## src/rtl/core_bus_arbiter_pkg.sv

```systemverilog
// Shared types and constants for the core ibus/dbus to memory-bus arbiter.
// The CORE_BUS_ARB_PERF_EN build option only affects the top module.
package core_bus_arbiter_pkg;

    // Bus widths used by the latched request record.
    // They must match the top-level ADDR_W / DATA_W parameters.
    localparam int unsigned ARB_ADDR_W = 64;
    localparam int unsigned ARB_DATA_W = 64;

    // Every instruction fetch is a 4-byte access.
    localparam logic [2:0] SIZE_WORD = 3'd2;

    // Which master owns the transaction currently in flight.
    typedef enum logic {
        OWN_IBUS = 1'b0,
        OWN_DBUS = 1'b1
    } owner_t;

    typedef enum logic [1:0] {
        ARB_IDLE  = 2'd0,
        ARB_ISSUE = 2'd1,
        ARB_WAIT  = 2'd2
    } arb_state_t;

    // Request as presented on the memory side.
    typedef struct packed {
        logic                  write;
        logic [ARB_ADDR_W-1:0] addr;
        logic [2:0]            size;
        logic [7:0]            strobe;
        logic [ARB_DATA_W-1:0] data;
    } creq_t;

    localparam creq_t CREQ_CLEAR = '{
        write:  1'b0,
        addr:   {ARB_ADDR_W{1'b0}},
        size:   3'd0,
        strobe: 8'h00,
        data:   {ARB_DATA_W{1'b0}}
    };

    // Pick the 32-bit instruction lane out of a 64-bit beat.
    // The selector is address bit 2 of the fetch.
    function automatic logic [31:0] pick_word(input logic [ARB_DATA_W-1:0] beat,
                                              input logic                  upper);
        logic [31:0] word;
        if (upper) begin
            word = beat[63:32];
        end else begin
            word = beat[31:0];
        end
        return word;
    endfunction

endpackage

```

## src/rtl/core_bus_rr_pick.sv

```systemverilog
// Combinational two-way round-robin picker for the ibus/dbus arbiter.
// When both masters request, the one that was not granted last time wins.
module core_bus_rr_pick
    import core_bus_arbiter_pkg::*;
(
    input  logic   ireq_valid,
    input  logic   dreq_valid,
    input  owner_t last_grant,
    output logic   grant,
    output owner_t owner
);

    // Decide whether anyone wins this cycle and who it is.
    always_comb begin
        grant = 1'b0;
        owner = OWN_IBUS;
        case ({ireq_valid, dreq_valid})
            2'b10: begin
                grant = 1'b1;
                owner = OWN_IBUS;
            end
            2'b01: begin
                grant = 1'b1;
                owner = OWN_DBUS;
            end
            2'b11: begin
                grant = 1'b1;
                if (last_grant == OWN_IBUS) begin
                    owner = OWN_DBUS;
                end else begin
                    owner = OWN_IBUS;
                end
            end
            default: begin
                grant = 1'b0;
                owner = OWN_IBUS;
            end
        endcase
    end

endmodule

```

## src/rtl/core_bus_arbiter.sv

```systemverilog
// Merges the core's fetch bus (ibus) and data bus (dbus) onto one memory-side bus.
// Only one transaction is ever outstanding: IDLE (grant) -> ISSUE (handshake) -> WAIT (response).
// All master-facing pulses and response data are registered.
// Build option: define CORE_BUS_ARB_PERF_EN to add the grant/conflict performance counters.
module core_bus_arbiter
    import core_bus_arbiter_pkg::*;
#(
    parameter int unsigned ADDR_W = 64,
    parameter int unsigned DATA_W = 64
) (
    input  logic              clk,
    input  logic              rst,
    input  logic              ireq_valid,
    input  logic [ADDR_W-1:0] ireq_addr,
    output logic              iresp_addr_ok,
    output logic              iresp_data_ok,
    output logic [31:0]       iresp_data,
    input  logic              dreq_valid,
    input  logic [ADDR_W-1:0] dreq_addr,
    input  logic [2:0]        dreq_size,
    input  logic [7:0]        dreq_strobe,
    input  logic [DATA_W-1:0] dreq_data,
    output logic              dresp_addr_ok,
    output logic              dresp_data_ok,
    output logic [DATA_W-1:0] dresp_data,
    output logic              creq_valid,
    input  logic              creq_ready,
    output logic              creq_write,
    output logic [ADDR_W-1:0] creq_addr,
    output logic [2:0]        creq_size,
    output logic [7:0]        creq_strobe,
    output logic [DATA_W-1:0] creq_data,
    input  logic              cresp_valid,
    input  logic [DATA_W-1:0] cresp_data
`ifdef CORE_BUS_ARB_PERF_EN
    ,
    output logic [31:0]       perf_igrant,
    output logic [31:0]       perf_dgrant,
    output logic [31:0]       perf_conflict
`endif
);

    arb_state_t        state_q,       state_d;
    owner_t            last_grant_q,  last_grant_d;
    owner_t            owner_q,       owner_d;
    creq_t             req_q,         req_d;
    logic              creq_valid_q,  creq_valid_d;
    logic              iaddr_ok_q,    iaddr_ok_d;
    logic              daddr_ok_q,    daddr_ok_d;
    logic              idata_ok_q,    idata_ok_d;
    logic              ddata_ok_q,    ddata_ok_d;
    logic [31:0]       iresp_data_q,  iresp_data_d;
    logic [DATA_W-1:0] dresp_data_q,  dresp_data_d;

    logic              pick_grant_s;
    owner_t            pick_owner_s;

    core_bus_rr_pick u_rr_pick (
        .ireq_valid (ireq_valid),
        .dreq_valid (dreq_valid),
        .last_grant (last_grant_q),
        .grant      (pick_grant_s),
        .owner      (pick_owner_s)
    );

    // Next-state, request latch and response register logic of the arbiter FSM.
    always_comb begin
        state_d      = state_q;
        last_grant_d = last_grant_q;
        owner_d      = owner_q;
        req_d        = req_q;
        creq_valid_d = creq_valid_q;
        iaddr_ok_d   = 1'b0;
        daddr_ok_d   = 1'b0;
        idata_ok_d   = 1'b0;
        ddata_ok_d   = 1'b0;
        iresp_data_d = iresp_data_q;
        dresp_data_d = dresp_data_q;

        case (state_q)
            ARB_IDLE: begin
                // Responses arriving here are stale (e.g. from before a reset) and are dropped.
                if (pick_grant_s) begin
                    owner_d      = pick_owner_s;
                    last_grant_d = pick_owner_s;
                    creq_valid_d = 1'b1;
                    state_d      = ARB_ISSUE;
                    if (pick_owner_s == OWN_IBUS) begin
                        req_d = '{write:  1'b0,
                                  addr:   ireq_addr,
                                  size:   SIZE_WORD,
                                  strobe: 8'h00,
                                  data:   {ARB_DATA_W{1'b0}}};
                    end else begin
                        req_d = '{write:  |dreq_strobe,
                                  addr:   dreq_addr,
                                  size:   dreq_size,
                                  strobe: dreq_strobe,
                                  data:   dreq_data};
                    end
                end else begin
                    state_d = ARB_IDLE;
                end
            end
            ARB_ISSUE: begin
                // Request held stable until memory takes it.
                if (creq_ready) begin
                    creq_valid_d = 1'b0;
                    state_d      = ARB_WAIT;
                    if (owner_q == OWN_IBUS) begin
                        iaddr_ok_d = 1'b1;
                    end else begin
                        daddr_ok_d = 1'b1;
                    end
                end else begin
                    state_d = ARB_ISSUE;
                end
            end
            ARB_WAIT: begin
                if (cresp_valid) begin
                    state_d = ARB_IDLE;
                    if (owner_q == OWN_IBUS) begin
                        idata_ok_d   = 1'b1;
                        iresp_data_d = pick_word(cresp_data, req_q.addr[2]);
                    end else begin
                        ddata_ok_d   = 1'b1;
                        dresp_data_d = cresp_data;
                    end
                end else begin
                    state_d = ARB_WAIT;
                end
            end
            default: begin
                state_d      = ARB_IDLE;
                creq_valid_d = 1'b0;
            end
        endcase
    end

    // Arbiter state, latched request and registered master-side outputs.
    always_ff @(posedge clk or negedge rst) begin
        if (!rst) begin
            state_q      <= ARB_IDLE;
            last_grant_q <= OWN_IBUS;
            owner_q      <= OWN_IBUS;
            req_q        <= CREQ_CLEAR;
            creq_valid_q <= 1'b0;
            iaddr_ok_q   <= 1'b0;
            daddr_ok_q   <= 1'b0;
            idata_ok_q   <= 1'b0;
            ddata_ok_q   <= 1'b0;
            iresp_data_q <= 32'h0000_0000;
            dresp_data_q <= {DATA_W{1'b0}};
        end else begin
            state_q      <= state_d;
            last_grant_q <= last_grant_d;
            owner_q      <= owner_d;
            req_q        <= req_d;
            creq_valid_q <= creq_valid_d;
            iaddr_ok_q   <= iaddr_ok_d;
            daddr_ok_q   <= daddr_ok_d;
            idata_ok_q   <= idata_ok_d;
            ddata_ok_q   <= ddata_ok_d;
            iresp_data_q <= iresp_data_d;
            dresp_data_q <= dresp_data_d;
        end
    end

    assign creq_valid    = creq_valid_q;
    assign creq_write    = req_q.write;
    assign creq_addr     = req_q.addr;
    assign creq_size     = req_q.size;
    assign creq_strobe   = req_q.strobe;
    assign creq_data     = req_q.data;
    assign iresp_addr_ok = iaddr_ok_q;
    assign iresp_data_ok = idata_ok_q;
    assign iresp_data    = iresp_data_q;
    assign dresp_addr_ok = daddr_ok_q;
    assign dresp_data_ok = ddata_ok_q;
    assign dresp_data    = dresp_data_q;

`ifdef CORE_BUS_ARB_PERF_EN
    logic [31:0] perf_igrant_q,   perf_igrant_d;
    logic [31:0] perf_dgrant_q,   perf_dgrant_d;
    logic [31:0] perf_conflict_q, perf_conflict_d;

    // Count grants per master and contended IDLE cycles; counters wrap naturally.
    always_comb begin
        perf_igrant_d   = perf_igrant_q;
        perf_dgrant_d   = perf_dgrant_q;
        perf_conflict_d = perf_conflict_q;
        if (state_q == ARB_IDLE) begin
            if (pick_grant_s && (pick_owner_s == OWN_IBUS)) begin
                perf_igrant_d = perf_igrant_q + 32'd1;
            end else begin
                perf_igrant_d = perf_igrant_q;
            end
            if (pick_grant_s && (pick_owner_s == OWN_DBUS)) begin
                perf_dgrant_d = perf_dgrant_q + 32'd1;
            end else begin
                perf_dgrant_d = perf_dgrant_q;
            end
            if (ireq_valid && dreq_valid) begin
                perf_conflict_d = perf_conflict_q + 32'd1;
            end else begin
                perf_conflict_d = perf_conflict_q;
            end
        end else begin
            perf_conflict_d = perf_conflict_q;
        end
    end

    // Performance counter registers.
    always_ff @(posedge clk or negedge rst) begin
        if (!rst) begin
            perf_igrant_q   <= 32'd0;
            perf_dgrant_q   <= 32'd0;
            perf_conflict_q <= 32'd0;
        end else begin
            perf_igrant_q   <= perf_igrant_d;
            perf_dgrant_q   <= perf_dgrant_d;
            perf_conflict_q <= perf_conflict_d;
        end
    end

    assign perf_igrant   = perf_igrant_q;
    assign perf_dgrant   = perf_dgrant_q;
    assign perf_conflict = perf_conflict_q;
`endif

endmodule

```

## config.mk

```make
export PLATFORM = sky130hd
export DESIGN_NAME = core_bus_arbiter
export DESIGN_NICKNAME = d
export VERILOG_FILES = /design/src/rtl/core_bus_arbiter_pkg.sv /design/src/rtl/core_bus_rr_pick.sv /design/src/rtl/core_bus_arbiter.sv
export SDC_FILE = /design/constraint.sdc
export NUM_CORES = 1
export LEC_CHECK = 0
export CAP_MARGIN = 20
export CORE_AREA = 2 2 197 199
export CTS_BUF_LIST = sky130_fd_sc_hd__clkbuf_4
export CTS_CLUSTER_SIZE = 10
export DETAILED_ROUTE_END_ITERATION = 8
export DIE_AREA = 0 0 199 201
export HOLD_SLACK_MARGIN = 0.12
export PLACE_DENSITY = 0.62
export RECOVER_POWER = 25
export SLEW_MARGIN = 20
export SYNTH_ARGS = -nofsm -noshare
export SYNTH_HDL_FRONTEND = slang
export SYNTH_HIERARCHICAL = 1
export SYNTH_SLANG_ARGS = --single-unit
```

## constraint.sdc

```tcl
create_clock -name clk -period 1.8 [get_ports clk]
set_input_delay 0.36 -clock clk [delete_from_list [all_inputs] [get_ports clk]]
set_output_delay 0.36 -clock clk [all_outputs]
set_load 0.03 [all_outputs]
```

==> run metrics <==
status=finished clean; GR Util All Layers=17.4%; CTS buffer count=71; Post-DP HPWL=between 20,000 and 30,000 um; Mapped Area=slightly above 10,000 um^2; worst-margin pin slew=between 1000 and 1500 ps; sum of buffers and inverters on the critical path=1; R2R Path End=creq_addr[4]; final worst-path cycle share=93.4%; most common cell in the synthesized netlist=dfrtp_1; Placement Rows=72; hold_sp=dreq_data[0]; CTS tree=built; peak supply drop=0.649 mV; synthesized area per cell=11.0 um^2; reg-to-reg slack, setup=240 ps; Final GP Congestion=0.817; Area Growth Syn to Fin=62.8%; clock skew=58.5 ps; top cell type's share of synthesized area=60.6%; FFs w/ async S/R, synth=100%; initial antenna violation count=2; final std cells w/o fill=approximately 2,100; Worst EP required=1440 ps; Max Buffers Root-to-Sink=3; IO buf count=513; LEAKAGE=8.14 nW; pwr/cell area=1730 nW/um^2; chip width=199 um; Yosys reg bits=244; nets=1,811; Post-synth top cells=dfrtp_1, nand2_1, mux2i_1, nand3_1, o21ai_0; placed cell count=approximately 1,900; Final ANT Viol Nets=0; Synth Flop Type=dfrtp_1; Final WS setup=119 ps; Netlist cell types=23; worst-path fanout max=2; R2R depth=5; post-route minimum period=roughly 1700 ps; synthesized instance count=914; total core area=38,100 um^2; RSZ-0062 raised after global routing=false; drt pass-1 iters=6; share of layout cells above drive strength 1=30.3%; WL/cell=16.7 um; vias=between 9,000 and 10,000; CP max stage cell=dfrtp_1; DRT iter0 DRCs=203; CP Launch Type=flop; final hold violations=0; CP top delay family=flip-flops; CP max stage delay=between 300 and 400 ps; FF-to-FF Start=owner_q; starting density of the core=26.5%; CP Capture Type=primary output; Fill cells=3,777; Sink Count=244; class of the worst hold path=input pin to flop; Final Max Slew Viols=0; DRC viols=0; die area=40,000 um^2; Yosys top cell by area=dfrtp_1; Final TNS setup=0 ps; drt total wl=35,000 um; post-place setup slack=-301 ps; clock slew at reported path FFs=50 ps; CP Data Arrival Time=1320 ps; Crit Path Category=flop to primary output; largest net degree at the start of global routing=79; htree depth=3; I/O pin total=514; post-place instance area=between 15,000 and 20,000 um^2; clock root cell=clkbuf_4; sequential fraction of the synthesis area=between 60% and 70%; Worst-Skew Late Latency=720 ps; global-route wire length before repair=53,500 um; Congestion Overflow GR=0; WHS=between 200 and 250 ps; Vias/cell=4.33; synth warn=6; Post-synth EDFFs=0; synth top area cells=dfrtp_1, mux2i_1, nand2_1; max_cap viols=0; crit-path cells=clkdlybuf4s15_2; # setup viols final=0; Worst Hold End=creq_data[0]; post-synthesis net count=1,187; vias in the first global route=9,701; Fmax=0.595 GHz; Hold Crit Depth=3; Chip Height=201 um; Slew headroom=between 30% and 40%; design area=about 16,000 um^2
## routing by layer
metal  routed length, um  share of wire (%)  GRT usage [%]  up-vias
met4                 763                2.2           6.69        0
met3                3670                 10           6.92       55
met2               17200                 49           29.9      411
met1               13400                 38           19.1     4267
met5                   0                  0              0        -
li1                    -                  -              -     4359
## sequential cells by signal, indices dropped and copies added, names as in the netlist
signal         cells
creq_addr         64
creq_data         64
dresp_data        64
iresp_data        32
creq_strobe        8
creq_size          3
state_q            2
creq_valid         1
creq_write         1
dresp_addr_ok      1
dresp_data_ok      1
iresp_addr_ok      1
iresp_data_ok      1
owner_q            1
## area by class of cell
class	count	area (um^2)	area share, %
sequential	244	6110	37.2
tap	518	648	3.95
clock inverter	14	136	0.831
inverter	4	15.0	0.0915
timing repair buffer	617	5090	31.0
multi-input combinational	600	3640	22.2
antenna	1	2.50	0.0153
clock buffer	102	766	4.67
## cells in the final DEF (no fill, tap or decap)
master	synthesis	final
buf_12	0	24
nor3b_4	0	1
inv_2	0	2
o21ai_0	67	67
clkinv_2	0	1
dfrtp_2	0	1
a31oi_1	1	1
bufinv_16	0	3
nor2_1	36	36
dfrtp_1	244	243
clkbuf_2	0	2
a21oi_1	34	34
nor4bb_4	0	1
clkbuf_4	0	103
or3b_4	0	1
clkdlybuf4s15_2	0	3
clkdlybuf4s50_1	0	271
a21o_1	1	1
diode_2	0	1
inv_1	4	4
nand3b_1	1	1
nand2b_1	3	3
nand3_1	74	74
clkinvlp_4	0	1
clkinv_1	0	7
nand2_1	215	215
mux2_2	64	64
a21boi_4	0	1
nand4_1	1	1
or2_1	1	1
buf_4	0	36
mux2i_1	96	96
clkbuf_1	26	8
dlygate4sd3_1	0	37
or4_1	2	2
buf_2	31	235
## kinds of logic after synthesis
kind of cell	synth area share, %
buffers and inverters	3.66
AO/OA/AOI/OAI	5.23
flip-flops	60.6
AND/OR/NAND/NOR	13.9
multiplexers	16.7
## metrics by stage
step / total power, W / util (%)
after floorplan: 0.0178 / -
after global placement: 0.0252 / 43.0
after detailed placement: 0.0254 / 43.0
after CTS: 0.0288 / 43.3
after global routing: 0.0302 / 43.1
final: 0.0283 / 43.1
## how the worst max path moves through the flow
stage               slack, ps  depth (start not counted)           start        endpoint
floorplan                 170                          6         owner_q    creq_addr[0]
global placement         -270                          7      ireq_valid    creq_addr[4]
detailed placement       -300                          6      dreq_valid      creq_write
CTS                       0.4                          1  iresp_data[18]  iresp_data[18]
global route                9                          1  iresp_data[18]  iresp_data[18]
finish                    120                          1  dresp_data[33]  dresp_data[33]
## where the power goes
part / switching, W / internal (W)
Sequential: 0.00125 / 0.00788
Combinational: 0.00914 / 0.00471
Clock: 0.00232 / 0.00300
Total: 0.0127 / 0.0156
## what timing repair did
item	in CTS	in global routing
hold endpoints to repair	280	0
buffers inserted	1	0
hold buffers	37	0
endpoints found under the setup margin	240	0
resized for setup	1191	0
(Power assumes the default switching activity.)
